<file path="src/rtl/fft8_bitrev_buffer.sv">
// fft8_bitrev_buffer: 2x8 ping-pong buffer reordering float16 complex frames into bit-reversed order.
// Define FFT8_BITREV_NAN_FLAG_EN to add out_nan, a per-frame "contains NaN" flag.
module fft8_bitrev_buffer (
    input  logic        clk,
    input  logic        rst_n,
    input  logic        in_valid,
    output logic        in_ready,
    input  logic [15:0] in_re,
    input  logic [15:0] in_im,
    output logic        out_valid,
    input  logic        out_ready,
    output logic [15:0] out_re,
    output logic [15:0] out_im,
    output logic [2:0]  out_idx,
    output logic        out_last
`ifdef FFT8_BITREV_NAN_FLAG_EN
    ,
    output logic        out_nan
`endif
);
    logic [31:0] mem [0:15];
    logic [1:0]  full, full_nxt;
    logic        wr_bank, rd_bank;
    logic [2:0]  wr_cnt, rd_cnt, rd_addr;
    logic        in_fire, out_fire;

    assign in_ready  = ~full[wr_bank];
    assign out_valid = full[rd_bank];
    assign in_fire   = in_valid & in_ready;
    assign out_fire  = out_valid & out_ready;
    assign rd_addr   = {rd_cnt[0], rd_cnt[1], rd_cnt[2]};
    assign out_idx   = rd_addr;
    assign out_last  = out_valid & (rd_cnt == 3'd7);
    assign {out_re, out_im} = mem[{rd_bank, rd_addr}];

    // Writer and reader only ever touch the same bank's full bit at different times.
    always_comb begin
        full_nxt = full;
        if (in_fire && wr_cnt == 3'd7) full_nxt[wr_bank] = 1'b1;
        if (out_fire && rd_cnt == 3'd7) full_nxt[rd_bank] = 1'b0;
    end

    always_ff @(posedge clk) begin
        if (in_fire) mem[{wr_bank, wr_cnt}] <= {in_re, in_im};
    end

    always_ff @(posedge clk or negedge rst_n) begin
        if (!rst_n) begin
            wr_cnt  <= 3'd0;
            rd_cnt  <= 3'd0;
            wr_bank <= 1'b0;
            rd_bank <= 1'b0;
            full    <= 2'b00;
        end else begin
            if (in_fire) begin
                wr_cnt <= wr_cnt + 3'd1;
                if (wr_cnt == 3'd7) wr_bank <= ~wr_bank;
            end
            if (out_fire) begin
                rd_cnt <= rd_cnt + 3'd1;
                if (rd_cnt == 3'd7) rd_bank <= ~rd_bank;
            end
            full <= full_nxt;
        end
    end

`ifdef FFT8_BITREV_NAN_FLAG_EN
    function automatic logic is_nan(input logic [15:0] x);
        return (x[14:10] == 5'h1f) && (x[9:0] != 10'd0);
    endfunction

    logic [1:0] nan_flag;
    logic       sample_nan;

    assign sample_nan = is_nan(in_re) | is_nan(in_im);
    assign out_nan    = out_valid & nan_flag[rd_bank];

    // The first write of a frame restarts the accumulation for that bank.
    always_ff @(posedge clk or negedge rst_n) begin
        if (!rst_n) nan_flag <= 2'b00;
        else if (in_fire) nan_flag[wr_bank] <= sample_nan | ((wr_cnt != 3'd0) & nan_flag[wr_bank]);
    end
`endif
endmodule

</file>
<file path="config.mk">
export PLATFORM = sky130hd
export DESIGN_NAME = fft8_bitrev_buffer
export DESIGN_NICKNAME = d
export VERILOG_FILES = /design/src/rtl/fft8_bitrev_buffer.sv
export SDC_FILE = /design/constraint.sdc
export NUM_CORES = 1
export LEC_CHECK = 0
export CAP_MARGIN = 40
export CORE_ASPECT_RATIO = 1.75
export CORE_UTILIZATION = 35
export DETAILED_ROUTE_END_ITERATION = 16
export SETUP_SLACK_MARGIN = 0.4
export SLEW_MARGIN = 0
export SYNTH_ARGS = -nofsm -noshare
export SYNTH_HDL_FRONTEND = slang
export SYNTH_SLANG_ARGS = --single-unit
</file>
<file path="constraint.sdc">
create_clock -name clk -period 3.8 [get_ports clk]
set_input_delay 0.38 -clock clk [delete_from_list [all_inputs] [get_ports clk]]
set_output_delay 0.38 -clock clk [all_outputs]
set_load 0.03 [all_outputs]
</file>
# == After elaboration in Yosys (flattened, before gate mapping) ==
# Memories as Yosys holds them, arrays and structs flattened.
# Index checks and enable logic that the tools add are counted.
# W data, S select, Z words.
# totals
ff_bits,10
mem_bits_rw,512
output_inout_bits,38
n_memories,1
# memory_table
memory,words,width,read_ports,rd_ports_with_merged_regs,wr,line,text
mem,16,32,1,0,1,21,logic [31:0] mem [0:15];
# classes
add_sub_neg,2
n_lt_le_gt_ge,4
eq_ne,2
n_mux,12
bitwise_logic,9
reduce_logical,6
# op_table
operator,count
$mux W1,8
$add A3 B1 Y3 const B,2
$eq A3 B3 Y1 const B,2
$logic_and A1 B1 Y1,4
$lt A1 B2 Y1 const B,2
$mux W2,2
$reduce_and A2 Y1,2
$and A1 B1 Y1,3
$not A1 Y1,3
$and A2 B2 Y2,1
$demux W1 S1,2
$ge A1 B1 Y1 const B,2
$not A2 Y2,1
$or A2 B2 Y2,1

# == Longest topological paths before layout ==
# Gate-level depths: netlist (run 1).
# depth
depth_word,8
depth_mapped,6
mapped_depth_nobuf,5

# == Worst setup path before layout (run 1) ==
# Ideal clock, no wire load.
# synth_path
kind,reg2out
start,reg rd_cnt[0]
end,out out_re[10]
arrival_time_ns,1.801
required_ns,3.420
path_slack_ns,1.619
path_stages_with_launch,6
path_cell_list,dfrtp_1 -> buf_2 -> clkbuf_1 -> mux4_2 -> o22ai_1 -> nor2_1
# synth_via
elab_chain_cells,1
# synth_lines
item,line,text
"start, declared",24,"logic [2:0] wr_cnt, rd_cnt, rd_addr;"
"start signal, assigned",60,rd_cnt <= rd_cnt + 3'd1;
$mem_v2 Z16 W32,n/a,
"end, declared",12,"output logic [15:0] out_re,"
# Every way passes these cells.

# == Worst setup path in the final report (run 1) ==
# layout_path
start,reg rd_cnt[0]
end,out out_im[8]
# layout_via
elab_chain_cells,1
# layout_lines
item,line,text
$mem_v2 Z16 W32,n/a,
"end, declared",13,"output logic [15:0] out_im,"
# Every way passes these cells.

==> results of run 1 <==
-- cells by family (layout without fill, tap and decap cells) --
family | count (synthesis) | after routing | synth area share, %
DFF | 522 | 522 | 79.1
muxes | 134 | 134 | 14.9
AOI/OAI and AO/OA | 70 | 70 | 2.23
and+or+nand+nor | 70 | 70 | 1.73
buffers and inverters | 45 | 193 | 1.51
adders and majority gates | 7 | 7 | 0.443
xor gates and xnor gates | 2 | 2 | 0.0887
-- cells in the final DEF (no fill, tap or decap), types with 3 or more instances in the layout --
master and n:
edfxtp_1 512, mux4_2 128, clkdlybuf4s50_1 67, o22ai_1 58, clkbuf_16 43, nor2_1 30
buf_4 27, and2_2 16, buf_12 15, nand2_1 11, clkbuf_1 10, ha_1 7
a22oi_1 6, clkinv_1 6, bufinv_16 6, dfrtp_1 6, dlymetal6s2s_1 5, mux2_1 4
inv_6 3, clkinv_2 3, dfrtp_4 3
-- metal layers --
layer	vias to the layer above	global-route usage (%)
li1	3848	-
met1	4858	19.0
met2	236	28.7
met3	70	2.30
met4	4	5.59
met5	-	0
-- metrics by stage --
stage | std cells | total power [mW] | hold slack (ps) | instance area (µm²)
detailed placement | 1615 | 12.9 | 536 | 21600
global route | 1694 | 17.9 | 192 | 23100
global placement | 1615 | 12.8 | 515 | 21600
CTS | 1694 | 17.4 | 151 | 23000
floorplan | 850 | 10.8 | 84.4 | 19800
finish | 1694 | 17.2 | 173 | 23100
-- worst reg2reg max path: cells and delay by family (launching register included) --
family	cells	cell delay (ps)
AND/OR/NAND/NOR	2	1250
flip-flops	1	460
buffers and inverters	1	290
-- state kept, by name, summed over array words and instances (netlist names) --
name and count:
wr_cnt 3, mem 512, rd_cnt 3, full 2, rd_bank 1, wr_bank 1
-- power by group --
part	internal, mW	switching [mW]	total, mW
sequential	6.75	0.191	6.94
combinational	2.59	3.23	5.82
clock	2.51	1.94	4.45
total	11.8	5.36	17.2
-- final timing paths --
path / startpoint / end / depth (start not counted)
setup / recovery: rd_cnt[0] / out_im[8] / 5
hold / removal: rst_n / rd_cnt[2] / 1
setup reg to reg: full[1] / mem[9][10] / 3
hold reg to reg: wr_cnt[0] / wr_cnt[0] / 1
max in group asynchronous: rst_n / rd_cnt[1] / 1
min in group clk: out_ready / full[0] / 4
-- layout make-up --
| class | instances | area, µm² | area share [%] |
|---|---|---|---|
| Inverter | 2 | 7.51 | 0.0326 |
| Clock inverter | 18 | 244 | 1.06 |
| Timing Repair Buffer | 119 | 1310 | 5.68 |
| Clock buffer | 54 | 1130 | 4.89 |
| Multi-Input combinational cell | 283 | 3860 | 16.7 |
| Tap cell | 696 | 871 | 3.78 |
| Sequential cell | 522 | 15600 | 67.8 |
-- what timing repair did --
action | in CTS | in global routing
hold endpoints to repair | 0 | 0
setup buffers | 7 | 0
setup endpoints to repair | 32 | 7
gates resized for setup | 4 | 6
==> out/qor.yml, run 1 <==
drc: 0
grt_pass1_vias: 9653
wl_met1_um: 17400
synthArstFlopShare_pct: 1.92
fillCellCount: 4700
drtIter0Drc: 590
synth_ff_type: "edfxtp_1"
wl_met2_um: 23800
p_leak_nw: 7.20
cts_tree: "yes"
syn2layout_area_growth_pct: 16.7
synth_edf_count: 512
worst_path_largest_cell_delay_ps: 720
grt_remaining_overflow: 0
worstPathRequired_ps: 3420
hpwl_um: 24700
fin_crit_sh_pct: 87.2
yosys.cell_count.top_type: "edfxtp_1"
antenna_found_initial: 2
grt_max_degree: 53
htreeDepth: 2
die_h_um: 316
ioPinCount: 74
r2r_slack_ps: 1470
maxCapViolations: 0
cp-end-kind: "output port"
slew-limit-headroom_pct: 51.9
crit_family: "buffers and inverters"
coreArea_mm2: 0.0555
crit_type: "reg -> out"
clkLatencyLatePin_ps: 550
slew_viol_final: 0
routed_wl_um: 44500
yosysTopAreaCell: "edfxtp_1"
setup_viol: 0
top_layer: "met5"
nNetsFinal: 1013
irDropWorstVdd_uv: 467
crit_chain: "nand2b_2, buf_4, o22ai_1, nor2_1, clkdlybuf4s50_1"
die_x_um: 182
synth-seq-cells: 522
cp_num_buf_inv: 2
cts_num_sinks: 522
syn_area_mm2: 0.0198
grt_util_all_layers_pct: 15.8
rows: 114
path_max_fanout: 12
synth.distinct_cells: 31
syn_area_per_cell_um2: 23.2
cts_buffer_depth: 3
fmax_mhz: 302
vias: 9016
dr_wl_met3_um: 2020
synth_fp_nets: 893
yosysSeqAreaShare_pct: 79.1
wl_per_cell_um: 26.3
antenna_left: 0
yosys-top-cells-area: "edfxtp_1 78%, mux4_2 15%, o22ai_1 1.8%"
cp.arrival_ps: 2930
synth_common_cells: "512 x edfxtp_1, 128 x mux4_2, 58 x o22ai_1"
cts_buffers: 42
cp_slowest_cell: "clkdlybuf4s50_1"
diodes: 0
dieArea_mm2: 0.0574
path_clk_slew_ps: 70
final_util_pct: 41.6
grt_pass1_wl_um: 64900
yosysTopAreaCellShare_pct: 77.8
tightest_slew_ps: 721
hold_path_class: "in -> async"
drtPass1Iterations: 4
final_layout_size_suffix_gt1_share_pct: 25.5
p_per_area_mw_per_mm2: 746
pre_cts_slack_ps: 527
ys_warn_count: 0
vias_per_cell: 5.32
numPortBuffers: 73
holdBufCountCts: 0
cts_root_buf: "clkbuf_16"
fin_skew_ps: 19.1
gp_congestion: 0.716
syn_inst: 850
fin_ws_ps: 487
rsz0062_at_grt: "false"
fin_setup_tns_ps: 0
fin_crit_ps: 3310
start_util_pct: 35.6
outcome: "complete, no violations"
cp-start-kind: "register"
finalHoldViolations: 0
No activity file was read; power rests on OpenSTA's default activity.
==> inputs of run 2 (changes only) <==
--- a/config.mk
+++ b/config.mk
@@ -8,6 +8,7 @@
 export CAP_MARGIN = 40
 export CORE_ASPECT_RATIO = 1.75
 export CORE_UTILIZATION = 35
+export CTS_CLUSTER_SIZE = 30
 export DETAILED_ROUTE_END_ITERATION = 16
 export SETUP_SLACK_MARGIN = 0.4
 export SLEW_MARGIN = 0
==> results of run 2 <==
Final layout, timing and power as in run 1 (identical DEF).
==> inputs of run 3 (changes only) <==
--- a/config.mk
+++ b/config.mk
@@ -11,7 +11,6 @@
 export CTS_CLUSTER_SIZE = 30
 export DETAILED_ROUTE_END_ITERATION = 16
 export SETUP_SLACK_MARGIN = 0.4
-export SLEW_MARGIN = 0
 export SYNTH_ARGS = -nofsm -noshare
 export SYNTH_HDL_FRONTEND = slang
 export SYNTH_SLANG_ARGS = --single-unit
==> results of run 3 <==
Final layout, timing and power as in run 1 (identical DEF).
